**src/rtl/pdes_pkg.sv**
```systemverilog
// Shared PDES definitions: scheduler state, heap operation class and heap sizing.
package pdes_pkg;

  typedef enum logic [1:0] {
    INIT = 2'd0,
    RUN  = 2'd1,
    GAP  = 2'd2
  } state_t;

  typedef enum logic {
    ENQ = 1'b0,
    DEQ = 1'b1
  } class_t;

  localparam int unsigned HEAP_DEPTH = 31;

  // Round-robin successor of idx among n requesters.
  function automatic int unsigned rr_next(input int unsigned idx, input int unsigned n);
    return (idx + 32'd1 >= n) ? 32'd0 : idx + 32'd1;
  endfunction

endpackage

```
**src/rtl/event_heap_sched_if.sv**
```systemverilog
// Core-side request/grant bundle of the event heap scheduler.
interface event_heap_sched_if #(
  parameter int unsigned WIDTH     = 16,
  parameter int unsigned NUM_CORES = 4
);

  logic [NUM_CORES-1:0]       enq_req;
  logic [NUM_CORES*WIDTH-1:0] enq_data;
  logic [NUM_CORES-1:0]       enq_gnt;
  logic [NUM_CORES-1:0]       deq_req;
  logic [NUM_CORES-1:0]       deq_gnt;
  logic [NUM_CORES-1:0]       deq_vld;
  logic [WIDTH-1:0]           deq_data;

  modport master (
    output enq_req, enq_data, deq_req,
    input  enq_gnt, deq_gnt, deq_vld, deq_data
  );

  modport slave (
    input  enq_req, enq_data, deq_req,
    output enq_gnt, deq_gnt, deq_vld, deq_data
  );

endinterface

```
**src/rtl/rr_arbiter.sv**
```systemverilog
// Round-robin picker: first asserted request at or after ptr, wrapping modulo N.
module rr_arbiter #(
  parameter  int unsigned N  = 4,
  localparam int unsigned IW = (N > 1) ? $clog2(N) : 1
) (
  input  logic [N-1:0]  req,
  input  logic [IW-1:0] ptr,
  input  logic          en,
  output logic [N-1:0]  gnt,
  output logic [IW-1:0] idx
);

  logic        found;
  int unsigned cand;

  always_comb begin
    gnt   = '0;
    idx   = '0;
    found = 1'b0;
    cand  = 0;
    for (int unsigned k = 0; k < N; k++) begin
      cand = (32'(ptr) + k) % N;
      if (en && !found && req[IW'(cand)]) begin
        gnt[IW'(cand)] = 1'b1;
        idx            = IW'(cand);
        found          = 1'b1;
      end
    end
  end

endmodule

```
**src/rtl/event_heap_sched.sv**
```systemverilog
// Arbitrates core enqueue/dequeue requests onto a shared min-heap while
// enforcing its issue rules, and generates the heap's synchronous reset.
module event_heap_sched
  import pdes_pkg::*;
#(
  parameter int unsigned WIDTH     = 16,
  parameter int unsigned NUM_CORES = 4
) (
  input  logic                 clk,
  input  logic                 rst,
  event_heap_sched_if.slave    core,
  output logic                 heap_enq,
  output logic                 heap_deq,
  output logic [WIDTH-1:0]     heap_inp,
  input  logic [WIDTH-1:0]     heap_out,
  input  logic                 heap_full,
  input  logic                 heap_empty,
  output logic                 heap_rst_n,
  output logic [31:0]          enq_total,
  output logic [31:0]          deq_total
);

  localparam int unsigned IDXW = (NUM_CORES > 1) ? $clog2(NUM_CORES) : 1;

  state_t                state_q, state_d;
  class_t                pref_q, pref_d;
  logic [IDXW-1:0]       enq_ptr_q, enq_ptr_d, deq_ptr_q, deq_ptr_d;
  logic [IDXW-1:0]       enq_idx, deq_idx;
  logic [NUM_CORES-1:0]  enq_gnt, deq_gnt, deq_vld_q;
  logic [WIDTH-1:0]      deq_data_q;
  logic [WIDTH-1:0]      slice [NUM_CORES];
  logic                  heap_rst_n_q;
  logic [31:0]           enq_total_q, deq_total_q;
  logic                  run, enq_elig, deq_elig, pick_enq, pick_deq;

  for (genvar i = 0; i < NUM_CORES; i++) begin : g_slice
    assign slice[i] = core.enq_data[i*WIDTH +: WIDTH];
  end

  // Class selection: a single grant per cycle, pref breaks ties.
  assign run      = (state_q == RUN);
  assign enq_elig = run && (|core.enq_req) && !heap_full;
  assign deq_elig = run && (|core.deq_req) && !heap_empty;
  assign pick_enq = enq_elig && (!deq_elig || pref_q == ENQ);
  assign pick_deq = deq_elig && !pick_enq;

  rr_arbiter #(.N(NUM_CORES)) u_enq_arb (
    .req (core.enq_req),
    .ptr (enq_ptr_q),
    .en  (pick_enq),
    .gnt (enq_gnt),
    .idx (enq_idx)
  );

  rr_arbiter #(.N(NUM_CORES)) u_deq_arb (
    .req (core.deq_req),
    .ptr (deq_ptr_q),
    .en  (pick_deq),
    .gnt (deq_gnt),
    .idx (deq_idx)
  );

  always_ff @(posedge clk or posedge rst) begin
    if (rst) begin
      state_q   <= INIT;
      pref_q    <= ENQ;
      enq_ptr_q <= '0;
      deq_ptr_q <= '0;
    end else begin
      state_q   <= state_d;
      pref_q    <= pref_d;
      enq_ptr_q <= enq_ptr_d;
      deq_ptr_q <= deq_ptr_d;
    end
  end

  // Next state, pointer/preference updates and heap strobes.
  always_comb begin
    state_d   = state_q;
    pref_d    = pref_q;
    enq_ptr_d = enq_ptr_q;
    deq_ptr_d = deq_ptr_q;
    heap_enq  = 1'b0;
    heap_deq  = 1'b0;
    heap_inp  = '0;
    unique case (state_q)
      INIT:    state_d = RUN;
      RUN:     if (pick_enq) state_d = GAP;
      GAP:     state_d = RUN;
      default: state_d = INIT;
    endcase
    if (pick_enq) begin
      heap_enq  = 1'b1;
      heap_inp  = slice[enq_idx];
      enq_ptr_d = IDXW'(rr_next(32'(enq_idx), NUM_CORES));
    end
    if (pick_deq) begin
      heap_deq  = 1'b1;
      deq_ptr_d = IDXW'(rr_next(32'(deq_idx), NUM_CORES));
    end
    if (enq_elig && deq_elig) pref_d = (pref_q == ENQ) ? DEQ : ENQ;
  end

  always_ff @(posedge clk or posedge rst) begin
    if (rst) begin
      heap_rst_n_q <= 1'b0;
      deq_vld_q    <= '0;
      deq_data_q   <= '0;
      enq_total_q  <= '0;
      deq_total_q  <= '0;
    end else begin
      heap_rst_n_q <= 1'b1;
      deq_vld_q    <= deq_gnt;
      if (pick_deq) deq_data_q  <= heap_out;
      if (pick_enq) enq_total_q <= enq_total_q + 32'd1;
      if (pick_deq) deq_total_q <= deq_total_q + 32'd1;
    end
  end

  assign core.enq_gnt  = enq_gnt;
  assign core.deq_gnt  = deq_gnt;
  assign core.deq_vld  = deq_vld_q;
  assign core.deq_data = deq_data_q;
  assign heap_rst_n    = heap_rst_n_q;
  assign enq_total     = enq_total_q;
  assign deq_total     = deq_total_q;

endmodule
```
**src/flat_wrapper.sv**
```systemverilog
// flat-port wrapper written by rule: the top's interface ports become plain ports
module event_heap_sched_flat import pdes_pkg::*;
#(
  parameter int unsigned WIDTH     = 16,
  parameter int unsigned NUM_CORES = 4
)
  (clk, rst, heap_enq, heap_deq, heap_inp, heap_out, heap_full, heap_empty, heap_rst_n, enq_total, deq_total, core_enq_req, core_enq_data, core_deq_req, core_enq_gnt, core_deq_gnt, core_deq_vld, core_deq_data);
  event_heap_sched_if #(.WIDTH(WIDTH), .NUM_CORES(NUM_CORES)) core_i ();
  input  logic clk;
  input  logic rst;
  output logic heap_enq;
  output logic heap_deq;
  output logic [WIDTH-1:0] heap_inp;
  input  logic [WIDTH-1:0] heap_out;
  input  logic heap_full;
  input  logic heap_empty;
  output logic heap_rst_n;
  output logic [31:0] enq_total;
  output logic [31:0] deq_total;
  input wire logic [$bits(core_i.enq_req)-1:0] core_enq_req;
  input wire logic [$bits(core_i.enq_data)-1:0] core_enq_data;
  input wire logic [$bits(core_i.deq_req)-1:0] core_deq_req;
  output wire logic [$bits(core_i.enq_gnt)-1:0] core_enq_gnt;
  output wire logic [$bits(core_i.deq_gnt)-1:0] core_deq_gnt;
  output wire logic [$bits(core_i.deq_vld)-1:0] core_deq_vld;
  output wire logic [$bits(core_i.deq_data)-1:0] core_deq_data;
  assign core_i.enq_req = core_enq_req;
  assign core_i.enq_data = core_enq_data;
  assign core_i.deq_req = core_deq_req;
  assign core_enq_gnt = core_i.enq_gnt;
  assign core_deq_gnt = core_i.deq_gnt;
  assign core_deq_vld = core_i.deq_vld;
  assign core_deq_data = core_i.deq_data;
  event_heap_sched #(.WIDTH(WIDTH), .NUM_CORES(NUM_CORES)) u_core (.clk(clk), .rst(rst), .core(core_i), .heap_enq(heap_enq), .heap_deq(heap_deq), .heap_inp(heap_inp), .heap_out(heap_out), .heap_full(heap_full), .heap_empty(heap_empty), .heap_rst_n(heap_rst_n), .enq_total(enq_total), .deq_total(deq_total));
endmodule
```
**config.mk**
```make
export PLATFORM = sky130hd
export DESIGN_NAME = event_heap_sched_flat
export DESIGN_NICKNAME = d
export VERILOG_FILES = /design/src/rtl/pdes_pkg.sv /design/src/rtl/event_heap_sched_if.sv /design/src/rtl/rr_arbiter.sv /design/src/rtl/event_heap_sched.sv /design/src/flat_wrapper.sv
export SDC_FILE = /design/constraint.sdc
export NUM_CORES = 1
export LEC_CHECK = 0
export BUFFER_PORTS_ARGS = -buffer_cell sky130_fd_sc_hd__buf_2
export CAP_MARGIN = 30
export CORE_UTILIZATION = 55
export CTS_BUF_LIST = sky130_fd_sc_hd__clkbuf_4 sky130_fd_sc_hd__clkbuf_8
export CTS_CLUSTER_DIAMETER = 60
export CTS_CLUSTER_SIZE = 25
export DETAILED_ROUTE_END_ITERATION = 8
export HOLD_SLACK_MARGIN = 0.06
export PLACE_DENSITY = 0.88
export SLEW_MARGIN = 40
export SYNTH_ARGS = -nofsm -noshare
export SYNTH_HDL_FRONTEND = slang
export SYNTH_SLANG_ARGS = --single-unit
```
**constraint.sdc**
```tcl
create_clock -name clk -period 7.1 [get_ports clk]
set_clock_uncertainty 0.15 [all_clocks]
set_input_delay 1.065 -clock clk [delete_from_list [all_inputs] [get_ports clk]]
set_output_delay 1.065 -clock clk [all_outputs]
set_load 0.005 [all_outputs]
```
==> results of run 1 <==
[path summary, 6_finish.rpt]
kind	startpoint	endpoint	cells after the start
worst min register to register	u_core.deq_total[31]	u_core.deq_total[31]	1
worst max-delay path	flop	heap_inp[7]	11
min in group asynchronous	rst	u_core.enq_total[14]	2
max in group asynchronous	rst	u_core.deq_total[25]	3
worst min-delay path	u_core.deq_total[31]	u_core.deq_total[31]	1
worst max register to register	flop	u_core.enq_ptr_q[1]	9
[cells in the mapped netlist (3+ instances only)]
library cell,n
o22ai_1,17
mux2i_1,36
xor2_1,19
clkbuf_1,8
nor4_1,4
nand4_1,10
mux4_2,7
and3_1,8
inv_1,16
ha_1,10
a22oi_1,16
mux2_2,3
and4_1,4
and2_1,3
buf_2,3
nor3_1,6
buf_4,4
o21ai_0,13
xnor2_1,46
nand2_1,84
nand3_1,26
nor2_1,24
dfrtp_1,92
[layout make-up]
class / count / area share (%)
Timing Repair Buffer: 205 / 16.0
Inverter: 17 / 1.03
Multi-Input combinational cell: 376 / 41.8
Clock inverter: 7 / 1.45
Clock buffer: 9 / 1.92
Sequential cell: 92 / 35.7
Tap cell: 108 / 2.09
[cell families (layout without fill, tap and decap cells)]
kind of cell / after synthesis / count (layout) / share of synthesized area (%)
xor+xnor: 65 / 65 / 11.1
compound gates: 61 / 61 / 8.43
other cells: 1 / 1 / 0.0728
simple gates: 193 / 193 / 19.6
mux: 46 / 46 / 10.7
flops: 92 / 92 / 44.7
buf+inv: 34 / 238 / 3.01
fa+ha+maj: 10 / 10 / 2.43
[state kept, by name, summed over array words and instances, names as in the netlist, 2 cells and up, named ones only]
| signal | count |
|---|---|
| u_core.deq_total | 32 |
| u_core.state_q | 2 |
| u_core.core.deq_data | 16 |
| u_core.core.deq_vld | 4 |
| u_core.deq_ptr_q | 2 |
| u_core.enq_total | 32 |
[power breakdown]
part           internal, uW  switching [uW]  total [uW]
Sequential              617             112         729
Clock                   172             208         380
Combinational           459             511         970
[metal layers]
| metal | share of wire, % | global-route usage, % |
|---|---|---|
| met5 | 0 | 0 |
| met4 | 2.0 | 9.76 |
| met3 | 5.0 | 4.11 |
| met2 | 54 | 50.3 |
| met1 | 39 | 30.3 |
[through the flow]
stage               std cells  setup WS [ps]
floorplan                 502           3140
global placement          797           2190
detailed placement        798           2240
CTS                       814           1850
global route              814           1570
finish                    814           1870
==> reports/metrics.yaml, run 1 <==
cells_and_area:
  final_common_cell: "buf_2"
  final_cell_mix: "202 x buf_2, 92 x dfrtp_1, 84 x nand2_1"
  area_growth_pct: 25.3
  fillers: 664
  n_antenna_cell: 0
  drive_gt1_share_pct: 35.4
  nets: 803
  regArea_sq_um: 2300
  post-route-util_pct: 72.6
  fin_area_sq_um: 6450
  multiInputGateArea_sq_um: 2700
clocking:
  cts_hold_buf: 0
  worstSkewPairLatency_ps: 360
  clk_pin_slew_worst_paths_ps: 100
  numClockSinks: 92
  cts_tree: "done"
  post_cts_buffers: 0
  root_buffer: "clkbuf_8"
  numCtsBuffers: 9
  ctsLongestPathBuffers: 2
  cts_htree_levels: 3
  post_cts_resized: 0
global_route:
  grt_pass1_wl_um: 20700
  overflow: 0
  grt_pass1_vias: 4506
  grt_max_degree: 61
  grt_antenna_before_repair: 0
  track_usage_pct: 26.7
place:
  port_buffers: 202
  dp_hpwl_um: 9800
  place_congestion: 0.900
  placed_area_sq_um: 6230
route:
  drtIter0Drc: 189
  vias: 4549
  wl_per_cell_um: 15.7
  drc: 0
  wirelength_um: 12800
  drt_first_pass_iters: 4
  ant_nets: 0
  via_per_inst: 5.59
run:
  drv_cap: 0
synthesis:
  syn_avg_cell_area_sq_um: 10.3
  ys_warn_count: 0
  synth_edf_count: 0
  yosysTopAreaCell: "dfrtp_1"
  synth_seq_cells: 92
  syn_area_sq_um: 5150
  ys_types: 61
  ys.flop_type: "dfrtp_1"
  ys_seq_area_share_pct: 44.7
  syn-instance-count: 502
  synth_top_area_share_pct: 44.7
  syn_nets: 604
  synth_area_leaders: "dfrtp_1 45%, xnor2_1 7.8%, mux2i_1 7.0%, nand2_1 6.1%, xor2_1 3.2%"
  async_flop_share_pct: 100
floorplan:
  die_h_um: 98.8
  core_area_sq_um: 8890
  ios: 203
  placementRows: 34
  dieArea_sq_um: 9760
  die_w_um: 98.8
  start_util_pct: 57.9
power:
  leakage_uw: 0.00346
  p_total_uw: 2080
  ir_drop_mv: 0.247
  powerDensity_nw_per_um2: 322
sta:
  timing.hold.ws_ps: 325
  rsz0062_at_grt: "no"
  min_period_over_period_pct: 73.7
  setup_tns_ps: 0
  relSlewSlack_pct: 48.8
  worst_slew_pin_slew_ps: 765
  fmax_mhz: 191
  finalHoldViolations: 0
  period_needed_ps: 5230
  finalSetupViolCount: 0
  drv_slew: 0
critical_path:
  worst-path-buf-inv: 4
  cp.required_ps: 5880
  critPathTopFamily: "buffers and inverters"
  path_max_fanout: 16
  ff2ff_setup_slack_ps: 3780
  end_kind: "output port"
  arrival_ps: 4020
  slowest_stage: "dfrtp_1"
  slowest_delay_ps: 700
  crit_path_start_kind: "flop"
  crit_path_cell_trace: "inv_1 -> ha_1 -> mux4_2 -> nand2b_1 -> o22ai_1 -> a221oi_4 -> buf_4 -> buf_4 -> mux2i_1 -> o22ai_1 -> buf_2"
  path_class: "flop to output port"
min_path:
  hold_path_class: "flop to flop"
status:
  outcome: "complete, no violations"
Power figures use the tool's default switching activity.
==> run 2, diff against run 1 <==
- CORE_UTILIZATION: 55 -> 46
- PLACE_DENSITY: 0.88 -> 0.78
- clock period: 7.1 -> 4.57 ns (I/O delays scaled with it)
==> reports/metrics.yaml, run 2 (synthesis gave the netlist of run 1 again) <==
critical_path:
  crit_path_start_kind: "flop"
  path_class: "flop to output port"
  r2r_cells: 7
  path_max_fanout: 33
  end_kind: "output port"
  cp.required_ps: 3730
  arrival_ps: 3460
global_route:
  grt_antenna_before_repair: 0
  track_usage_pct: 21.8
  grt_pass1_wl_um: 19900
  overflow: 0
  grt_pass1_vias: 4282
  grt_max_degree: 60
place:
  place_congestion: 0.874
  port_buffers: 202
  dp_hpwl_um: 9680
  placed_area_sq_um: 6270
  dpl_worst_slack_ps: 522
  place_inst: 830
sta:
  relSlewSlack_pct: 50.3
  fmax_mhz: 233
  min_period_over_period_pct: 94.1
  setup_tns_ps: 0
  worst_slew_pin_slew_ps: 743
  finalSetupViolCount: 0
  finalHoldViolations: 0
  drv_slew: 0
  rsz0062_at_grt: "no"
  period_needed_ps: 4300
  layout_setup_ws_ps: 272
cells_and_area:
  nets: 803
  multiInputGateArea_sq_um: 2700
  stdcell_count: 846
  drive_gt1_share_pct: 35.6
  regArea_sq_um: 2300
  n_antenna_cell: 0
  final_common_cell: "buf_2"
  fillers: 933
  area_growth_pct: 26.0
  final_cell_mix: "202 x buf_2, 91 x dfrtp_1, 84 x nand2_1"
  fin_area_sq_um: 6490
clocking:
  post_cts_buffers: 0
  root_buffer: "clkbuf_8"
  cts_hold_buf: 0
  numClockSinks: 92
  cts_tree: "done"
  numCtsBuffers: 9
  clk_pin_slew_worst_paths_ps: 90
  worstSkewPairLatency_ps: 370
  cts_htree_levels: 3
  post_cts_resized: 0
  ctsLongestPathBuffers: 2
route:
  drtIter0Drc: 263
  drt_first_pass_iters: 5
  via_per_inst: 5.42
  wl_per_cell_um: 14.9
  vias: 4582
  drt-met1-wl_um: 5010
  route.met2.wl_um: 6700
  wirelength_um: 12600
  drc: 0
  highest_layer: "met4"
  met3_length_um: 586
  ant_nets: 0
power:
  powerDensity_nw_per_um2: 494
  ir_drop_mv: 0.673
  p_total_uw: 3200
  leakage_uw: 0.00346
floorplan:
  die_w_um: 108
  placementRows: 38
  die_h_um: 108
  core_area_sq_um: 10900
  dieArea_sq_um: 11600
  ios: 203
  start_util_pct: 47.3
run:
  drv_cap: 0
min_path:
  hold_path_class: "primary input to asynchronous set/reset pin"
status:
  outcome: "complete, no violations"
## run 2: cell type report
type,instances,area share (%)
clock buffers,11,2.33
repair buffers,205,15.9
inverters,17,1.08
clock inverters,5,0.925
multi-input cells,376,41.6
flip-flops and latches,92,35.5
well taps,140,2.70
## run 2: worst max-delay path, stage by stage (launching register included)
cell and delay (ps):
dfrtp_1 610, inv_1 140, ha_1 430, mux4_2 320, nand2b_1 140, o22ai_1 120
a221oi_4 250, buf_4 480, mux2i_1 300, o22ai_1 130, buf_2 180
## run 2: worst paths after layout
path	startpoint	endpoint	slack, ps
max in group asynchronous	rst	u_core.core.deq_vld[0]	3230
hold / removal	rst	u_core.enq_total[26]	210
min in group clk	u_core.deq_total[31]	u_core.deq_total[31]	320
setup reg to reg	u_core.deq_ptr_q[0]	u_core.core.deq_vld[2]	1530
hold reg to reg	u_core.deq_total[31]	u_core.deq_total[31]	320
setup / recovery	u_core.enq_ptr_q[1]	heap_inp[4]	270
## run 2: layer usage
layer / up-vias / global-route usage, %
met5: - / 0
li1: 2165 / -
met4: 0 / 10.2
met3: 25 / 3.45
met2: 174 / 39.0
met1: 2218 / 25.5
## run 2: per-stage QoR
| step | hold slack, ps | utilization (%) |
|---|---|---|
| finish | 207 | 59.6 |
| global route | 236 | 59.6 |
| CTS | 206 | 59.6 |
| detailed placement | 307 | 57.6 |
| global placement | 302 | 57.6 |
| floorplan | 294 | - |
## run 2: power breakdown
group	switching, uW	leakage (uW)	total [uW]	internal (uW)
combinational	788	0.00215	1490	705
sequential	174	0.00120	1130	960
clock	293	0.000106	577	284
total	1260	0.00346	3200	1950
